<file path="config.mk">
export PLATFORM = sky130hd
export DESIGN_NAME = blu_inv
export DESIGN_NICKNAME = d
export VERILOG_FILES = /design/src/rtl/blu_pkg.sv /design/src/rtl/blu_seq_div.sv /design/src/rtl/blu_inv.sv
export SDC_FILE = /design/constraint.sdc
export NUM_CORES = 1
export LEC_CHECK = 0
export BUFFER_PORTS_ARGS = -buffer_cell sky130_fd_sc_hd__buf_2
export CAP_MARGIN = 25
export CORE_AREA = 2 2 189 98
export CTS_CLUSTER_SIZE = 20
export DETAILED_ROUTE_END_ITERATION = 7
export DIE_AREA = 0 0 191 100
export PLACE_DENSITY = 0.71
export SLEW_MARGIN = 5
export SYNTH_ARGS = -nofsm -noshare
export SYNTH_HDL_FRONTEND = slang
export SYNTH_HIERARCHICAL = 1
export SYNTH_SLANG_ARGS = --single-unit
</file>
<file path="constraint.sdc">
create_clock -name clk_i -period 3.4 [get_ports clk_i]
set_input_delay 0.34 -clock clk_i [delete_from_list [all_inputs] [get_ports clk_i]]
set_output_delay 0.34 -clock clk_i [all_outputs]
set_load 0.005 [all_outputs]
</file>
<file path="src/rtl/blu_pkg.sv">
// Shared types and helpers for the blu_inv inverse butterfly.
// BLU_INV_CHECK_EN (when defined) enables exactness checks in blu_inv.
package blu_pkg;

    typedef enum logic {
        BLU_MODE_GS = 1'b0,
        BLU_MODE_CT = 1'b1
    } blu_mode_e;

    typedef enum logic [2:0] {
        BLU_IDLE = 3'd0,
        BLU_PRE  = 3'd1,
        BLU_DIV1 = 3'd2,
        BLU_DIV2 = 3'd3,
        BLU_POST = 3'd4,
        BLU_DONE = 3'd5
    } blu_state_e;

    // One quotient bit per cycle over a 2W-bit dividend.
    function automatic int blu_div_cycles(input int width);
        return 2 * width;
    endfunction

    localparam int BLU_WIDTH  = 8;
    localparam int DIV_CYCLES = blu_div_cycles(BLU_WIDTH);

endpackage

</file>
<file path="src/rtl/blu_seq_div.sv">
// Radix-2 restoring divider: 2W-bit dividend, W-bit divisor, one bit per cycle.
// The start edge performs the first iteration, so a division spans 2W edges.
module blu_seq_div
    import blu_pkg::*;
#(
    parameter int WIDTH = 8
) (
    input  logic                 clk_i,
    input  logic                 rst_i,
    input  logic                 start_i,
    input  logic [2*WIDTH-1:0]   dividend_i,
    input  logic [WIDTH-1:0]     divisor_i,
    output logic                 busy_o,
    output logic                 done_o,
    output logic [2*WIDTH-1:0]   quotient_o,
    output logic [WIDTH-1:0]     remainder_o
);

    localparam int CYCLES = blu_div_cycles(WIDTH);
    localparam int CW     = $clog2(CYCLES + 1);

    logic [WIDTH-1:0]   rem_q, rem_d;
    logic [2*WIDTH-1:0] quo_q, quo_d;
    logic [CW-1:0]      cnt_q, cnt_d;
    logic               busy_q, busy_d;
    logic               done_q, done_d;

    logic [WIDTH-1:0]   step_rem_in;
    logic [2*WIDTH-1:0] step_quo_in;
    logic [WIDTH:0]     trial;
    logic [WIDTH-1:0]   step_rem;
    logic [2*WIDTH-1:0] step_quo;

    // The dividend shifts out of the top of quo while quotient bits shift in.
    always_comb begin
        step_rem_in = start_i ? '0 : rem_q;
        step_quo_in = start_i ? dividend_i : quo_q;
        trial       = {step_rem_in, step_quo_in[2*WIDTH-1]};
        if (trial >= {1'b0, divisor_i}) begin
            step_rem = WIDTH'(trial - {1'b0, divisor_i});
            step_quo = {step_quo_in[2*WIDTH-2:0], 1'b1};
        end else begin
            step_rem = trial[WIDTH-1:0];
            step_quo = {step_quo_in[2*WIDTH-2:0], 1'b0};
        end
    end

    always_comb begin
        rem_d  = rem_q;
        quo_d  = quo_q;
        cnt_d  = cnt_q;
        busy_d = busy_q;
        done_d = done_q;
        if (start_i) begin
            rem_d  = step_rem;
            quo_d  = step_quo;
            cnt_d  = CW'(CYCLES - 1);
            busy_d = 1'b1;
            done_d = 1'b0;
        end else if (busy_q) begin
            rem_d = step_rem;
            quo_d = step_quo;
            cnt_d = cnt_q - CW'(1);
            if (cnt_q == CW'(1)) begin
                busy_d = 1'b0;
                done_d = 1'b1;
            end
        end
    end

    always_ff @(posedge clk_i) begin
        if (rst_i) begin
            rem_q  <= '0;
            quo_q  <= '0;
            cnt_q  <= '0;
            busy_q <= 1'b0;
            done_q <= 1'b0;
        end else begin
            rem_q  <= rem_d;
            quo_q  <= quo_d;
            cnt_q  <= cnt_d;
            busy_q <= busy_d;
            done_q <= done_d;
        end
    end

    assign busy_o      = busy_q;
    assign done_o      = done_q;
    assign quotient_o  = quo_q;
    assign remainder_o = rem_q;

endmodule

</file>
<file path="src/rtl/blu_inv.sv">
// Inverse butterfly: recovers a, b from (x, y, q) for CT and GS butterflies.
// Define BLU_INV_CHECK_EN to flag inexact or out-of-range recoveries on err_o.
module blu_inv
    import blu_pkg::*;
#(
    parameter int WIDTH = 8
) (
    input  logic                 clk_i,
    input  logic                 rst_i,
    input  logic                 in_valid_i,
    output logic                 in_ready_o,
    input  logic                 ct_i,
    input  logic [2*WIDTH-1:0]   x_i,
    input  logic [2*WIDTH-1:0]   y_i,
    input  logic [WIDTH-1:0]     q_i,
    output logic                 out_valid_o,
    input  logic                 out_ready_i,
    output logic [WIDTH-1:0]     a_o,
    output logic [WIDTH-1:0]     b_o,
    output logic                 err_o
);

    localparam int W2 = 2 * WIDTH;

    blu_state_e        state_q, state_d;
    blu_mode_e         mode_q, mode_d;
    logic [W2-1:0]     x_q, x_d, y_q, y_d;
    logic [WIDTH-1:0]  q_q, q_d;
    logic [W2-1:0]     sum_q, sum_d;
    logic [W2-1:0]     dvd1_q, dvd1_d, dvd2_q, dvd2_d;
    logic [W2-1:0]     s_q, s_d;
    logic              neg_q, neg_d;
    logic              odd_q, odd_d;
    logic              kick_q, kick_d;
    logic              rem1_nz_q, rem1_nz_d;
    logic [WIDTH-1:0]  a_q, a_d, b_q, b_d;
    logic              err_q, err_d;

    logic              div_start;
    logic [W2-1:0]     div_dvd;
    logic              div_busy;
    logic              div_done;
    logic [W2-1:0]     div_quo;
    logic [WIDTH-1:0]  div_rem;

    logic [W2-1:0]     pre_sum, pre_dif;
    logic [W2-1:0]     quo_eff, s_eff, ct_a_full;
    logic signed [WIDTH+1:0] s_w, m_w, d_w, sum_sd, dif_sd, gs_a, gs_b;
    logic              q_zero;
    logic              chk_err;

    blu_seq_div #(.WIDTH(WIDTH)) u_div (
        .clk_i       (clk_i),
        .rst_i       (rst_i),
        .start_i     (div_start),
        .dividend_i  (div_dvd),
        .divisor_i   (q_q),
        .busy_o      (div_busy),
        .done_o      (div_done),
        .quotient_o  (div_quo),
        .remainder_o (div_rem)
    );

    // A zero twiddle still runs the divider for fixed latency, but its result is replaced by all-ones.
    always_comb begin
        pre_sum   = x_q + y_q;
        pre_dif   = x_q - y_q;
        q_zero    = (q_q == '0);
        quo_eff   = q_zero ? '1 : div_quo;
        s_eff     = q_zero ? '1 : s_q;
        ct_a_full = sum_q >> 1;
        s_w       = $signed({2'b00, s_eff[WIDTH-1:0]});
        m_w       = $signed({2'b00, quo_eff[WIDTH-1:0]});
        d_w       = neg_q ? -m_w : m_w;
        sum_sd    = s_w + d_w;
        dif_sd    = s_w - d_w;
        gs_a      = sum_sd >>> 1;
        gs_b      = dif_sd >>> 1;
    end

`ifdef BLU_INV_CHECK_EN
    always_comb begin
        if (mode_q == BLU_MODE_CT) begin
            chk_err = (|div_rem) | odd_q | (|div_quo[W2-1:WIDTH])
                    | (|ct_a_full[W2-1:WIDTH]);
        end else begin
            chk_err = rem1_nz_q | (|div_rem) | sum_sd[0]
                    | (|s_q[W2-1:WIDTH]) | (|div_quo[W2-1:WIDTH])
                    | (gs_a[WIDTH+1:WIDTH] != 2'b00)
                    | (gs_b[WIDTH+1:WIDTH] != 2'b00);
        end
    end
    logic unused_chk;
    assign unused_chk = ^{div_busy, dif_sd[0]};
`else
    assign chk_err = 1'b0;
    logic unused_chk;
    assign unused_chk = ^{div_busy, div_rem, rem1_nz_q, odd_q, s_q[W2-1:WIDTH],
                          div_quo[W2-1:WIDTH], ct_a_full[W2-1:WIDTH], sum_sd[0],
                          dif_sd[0], gs_a[WIDTH+1:WIDTH], gs_b[WIDTH+1:WIDTH]};
`endif

    // Dividends are registered in PRE; the divider is launched on the first DIV1 cycle (kick).
    always_comb begin
        state_d   = state_q;
        mode_d    = mode_q;
        x_d       = x_q;
        y_d       = y_q;
        q_d       = q_q;
        sum_d     = sum_q;
        dvd1_d    = dvd1_q;
        dvd2_d    = dvd2_q;
        s_d       = s_q;
        neg_d     = neg_q;
        odd_d     = odd_q;
        kick_d    = 1'b0;
        rem1_nz_d = rem1_nz_q;
        a_d       = a_q;
        b_d       = b_q;
        err_d     = err_q;
        div_start = 1'b0;
        div_dvd   = dvd1_q;

        unique case (state_q)
            BLU_IDLE: begin
                if (in_valid_i) begin
                    mode_d  = ct_i ? BLU_MODE_CT : BLU_MODE_GS;
                    x_d     = x_i;
                    y_d     = y_i;
                    q_d     = q_i;
                    state_d = BLU_PRE;
                end
            end
            BLU_PRE: begin
                sum_d   = pre_sum;
                odd_d   = pre_sum[0] | pre_dif[0];
                dvd1_d  = (mode_q == BLU_MODE_CT) ? (pre_dif >> 1) : x_q;
                dvd2_d  = y_q[W2-1] ? -y_q : y_q;
                neg_d   = y_q[W2-1];
                kick_d  = 1'b1;
                state_d = BLU_DIV1;
            end
            BLU_DIV1: begin
                if (kick_q) begin
                    div_start = 1'b1;
                    div_dvd   = dvd1_q;
                end else if (div_done) begin
                    if (mode_q == BLU_MODE_CT) begin
                        state_d = BLU_POST;
                    end else begin
                        s_d       = div_quo;
                        rem1_nz_d = |div_rem;
                        div_start = 1'b1;
                        div_dvd   = dvd2_q;
                        state_d   = BLU_DIV2;
                    end
                end
            end
            BLU_DIV2: begin
                if (div_done) begin
                    state_d = BLU_POST;
                end
            end
            BLU_POST: begin
                if (mode_q == BLU_MODE_CT) begin
                    a_d = ct_a_full[WIDTH-1:0];
                    b_d = quo_eff[WIDTH-1:0];
                end else begin
                    a_d = gs_a[WIDTH-1:0];
                    b_d = gs_b[WIDTH-1:0];
                end
                err_d   = q_zero | chk_err;
                state_d = BLU_DONE;
            end
            BLU_DONE: begin
                if (out_ready_i) begin
                    state_d = BLU_IDLE;
                end
            end
            default: state_d = BLU_IDLE;
        endcase
    end

    always_ff @(posedge clk_i) begin
        if (rst_i) begin
            state_q   <= BLU_IDLE;
            mode_q    <= BLU_MODE_GS;
            x_q       <= '0;
            y_q       <= '0;
            q_q       <= '0;
            sum_q     <= '0;
            dvd1_q    <= '0;
            dvd2_q    <= '0;
            s_q       <= '0;
            neg_q     <= 1'b0;
            odd_q     <= 1'b0;
            kick_q    <= 1'b0;
            rem1_nz_q <= 1'b0;
            a_q       <= '0;
            b_q       <= '0;
            err_q     <= 1'b0;
        end else begin
            state_q   <= state_d;
            mode_q    <= mode_d;
            x_q       <= x_d;
            y_q       <= y_d;
            q_q       <= q_d;
            sum_q     <= sum_d;
            dvd1_q    <= dvd1_d;
            dvd2_q    <= dvd2_d;
            s_q       <= s_d;
            neg_q     <= neg_d;
            odd_q     <= odd_d;
            kick_q    <= kick_d;
            rem1_nz_q <= rem1_nz_d;
            a_q       <= a_d;
            b_q       <= b_d;
            err_q     <= err_d;
        end
    end

    assign in_ready_o  = (state_q == BLU_IDLE);
    assign out_valid_o = (state_q == BLU_DONE);
    assign a_o         = a_q;
    assign b_o         = b_q;
    assign err_o       = err_q;

endmodule

</file>
==> metrics.md <==
| Metric | Value |
|---|---|
| Avg WL per Cell | `~18 um` |
| Largest fanout on the critical path | `3` |
| Area leader, netlist | `dfxtp_1` |
| Largest net degree at the start of global routing | `65` |
| Share of layout cells above drive strength 1 | `16.46%` |
| Drt first pass iters | `5` |
| Worst slew pin tran | `around 0.9 ns` |
| Highest metal used | `met4` |
| CP arrival | `between 3 and 4 ns` |
| RD Place Congestion | `~0.94` |
| CTS root buffer | `clkbuf_16` |
| Mean post-synth cell area | `about 7.7 um2` |
| Post-synth top flop | `dfxtp_1` |
| DRT met1 WL | `~13 mm` |
| Clock buffer depth | `2` |
| Die ar. | `about 0.019 mm2` |
| I/O pin total | `64` |
| Clock Sinks | `between 100 and 150` |
| GR Util All Layers | `a little over a quarter` |
| First-pass GRT wire length | `40.14 mm` |
| Core Area | `0.01774 mm2` |
| Clock latency on the worst-skew pair | `between 0.4 and 0.5 ns` |
| Die Y | `roughly 100 um` |
| Pwr Total | `approximately 7800 uW` |
| Seq/Total Area, Yosys | `between 30% and 40%` |
| Vias in the first global route | `7273` |
| Data required, critical path | `roughly 3.7 ns` |
| Flops & latches, synth | `approximately 140` |
| Setup_tns | `0 ns` |
| Number of buffers added on ports | `63` |
| Placed insts | `around 1400` |
| DR WL met2 | `between 8 and 9 mm` |
| Startpoint Class | `register` |
| HPWL after detailed placement | `18.29 mm` |
| Post-Syn Instances | `roughly 1100` |
| Worst-path clk slew | `about 0.070 ns` |
| Synth Warn # | `6` |
| Routed wl met3 | `around 2.6 mm` |
| Synth async-reset ratio | `0%` |
| Peak VDD IR | `between 0.0004 and 0.0005 V` |
| Total wire length | `approximately 25 mm` |
| Number of fill cells | `roughly 1600` |
| ANT nets after route | `0` |
| PwrDens | `~800 mW/mm2` |
| Final Hold Fails | `0` |
| Critical path class | `reg -> reg` |
| Final setup fails | `0` |
| Yosys top cell area share | `32.34%` |
| Commonest non-fill, non-tap cell in the layout | `nand2_1` |
| Net Count, Synth | `between 1000 and 1500` |
| Sequential Area | `0.002845 mm2` |
| Fmax | `306.1 MHz` |
| DR DRC count | `0` |
| Max cap viols | `0` |
| Die Wd | `around 190 um` |
| CTS tree | `yes` |
| Top cells by area, synth | `dfxtp_1 32%, a21oi_1 7.6%, ha_1 6.7%` |
| H-tree depth | `4` |
| Number of library cell types mapped by synthesis | `70` |
| Post-Syn Area | `~0.0088 mm2` |
| Final net count | `~1300` |
| Status | `complete, no violations` |
| Grt total ovfl | `0` |
| Finished Layout Cells | `around 1400` |
| Cts hold-fix bufs | `0` |
| Period utilisation layout | `96.09%` |
| CP Capture Type | `register` |
| # diodes | `0` |
| Worst slew margin | `about two fifths` |
| Clock skew | `~0.010 ns` |
| Final core utilization | `56.68%` |
| Synth-to-layout area growth | `14.36%` |
| Initial antenna violation count | `0` |
| Final Critical Period | `roughly 3.3 ns` |
| Placement Rows | `35` |
| P_leak | `about 0.0041 uW` |
| Most frequent cells in the layout | `155 x nand2_1, 140 x dfxtp_1, 130 x a21oi_1` |
| WHS | `between 0.1 and 0.15 ns` |
| Post-synth EDFFs | `0` |
| Multi-input logic area | `0.005524 mm2` |
| Hold Crit Class | `in -> reg` |
| DR vias | `~8100` |
| Initial Util | `about 50%` |
| Number of vias per cell | `~5.7` |
| Initial drt markers | `between 1000 and 1500` |
| Num CTS Buffers | `17` |
| Max Slew Vio Count | `0` |
-- path summary, 6_finish.rpt --
check	start	endpoint	slack, ns	cells past startpoint
max reg2reg	state_q[2]	u_div/remainder_o[4]	0.13	13
max	state_q[2]	u_div/remainder_o[4]	0.13	13
min	x_i[6]	x_q[6]	0.14	3
min reg2reg	b_o[2]	b_o[2]	0.45	2
-- timing repair --
item	4_1_cts	5_1_grt
buffers inserted	0	3
endpoints found under the setup margin	3	9
pin swaps	0	7
gates cloned	0	0
resized for setup	4	25
-- cell usage after synthesis, drive strengths merged, types with 5 or more instances --
cell type and instances:
nand3 10, a211oi 32, o211ai 6, xor2 10
nand2b 17, and2 5, o22ai 10, mux2 19
fa 5, dfxtp 142, nand4 5, a311oi 8
o21a 7, nor3b 8, nor2 124, a31oi 7
xnor2 30, a21oi 134, o21bai 5, o31ai 10
mux2i 35, o21ai 52, nor4 11, a21o 5
nor3 25, clkbuf 52, and3 10, inv 56
nor2b 16, or3 14, buf 25, ha 47
nand2 155
-- critical path, cell delays in order, from the launching register on --
cell and delay (ns):
dfxtp_1 0.31, nand2b_2 0.21, nor3_2 0.19, nand3_2 0.13, mux2_2 0.30, mux2i_2 0.18
ha_2 0.22, inv_1 0.06, fa_1 0.44, a211o_1 0.35, o21ai_0 0.12, xor2_1 0.23
nor4_1 0.08, a311o_1 0.35
-- power breakdown --
group / switching, uW / leakage (uW) / total [uW] / internal (uW)
Sequential: 191 / 0.00116 / 2060 / 1870
Clock: 864 / 0.000272 / 1840 / 972
Combinational: 2310 / 0.00265 / 3930 / 1610
Total: 3370 / 0.00408 / 7820 / 4450
-- cell families (layout without fill, tap and decap cells) --
family,after synthesis,in the layout,synth area share (%)
simple gates,409,409,21.11
compound gates,305,305,22.08
flops,142,142,32.34
buf+inv,133,189,6.248
mux,54,54,6.419
fa+ha+maj,52,52,7.828
xor+xnor,40,40,3.985
-- metrics by stage --
step | cell area [um2] | worst slack (ns)
final | 10050 | 0.1330
after detailed placement | 9340 | -0.05872
after floorplan | 8792 | 0.02618
after global routing | 10050 | -0.04902
after global placement | 9340 | -0.02002
after CTS | 9926 | 0.002400
-- layout make-up --
class | instances | area share [%]
Multi-Input combinational cell | 860 | 54.95
Sequential cell | 142 | 28.30
Timing Repair Buffer | 101 | 5.999
Clock buffer | 17 | 4.231
Tap cell | 240 | 2.987
Inverter | 56 | 2.091
Clock inverter | 15 | 1.444
-- routing by layer --
layer,global-route usage [%],vias up
met5,0,-
met4,6.559,0
met3,8.671,25
met2,33.84,320
met1,43.75,3727
li1,-,4049
-- state kept, by name (all words and copies together) (netlist names), 16 cells and up --
| register | cells |
|---|---|
| x_q | 16 |
| dvd1_q | 16 |
| u_div/quotient_o | 16 |
| dvd2_q | 16 |
| y_q | 16 |
(Power assumes the default switching activity.)
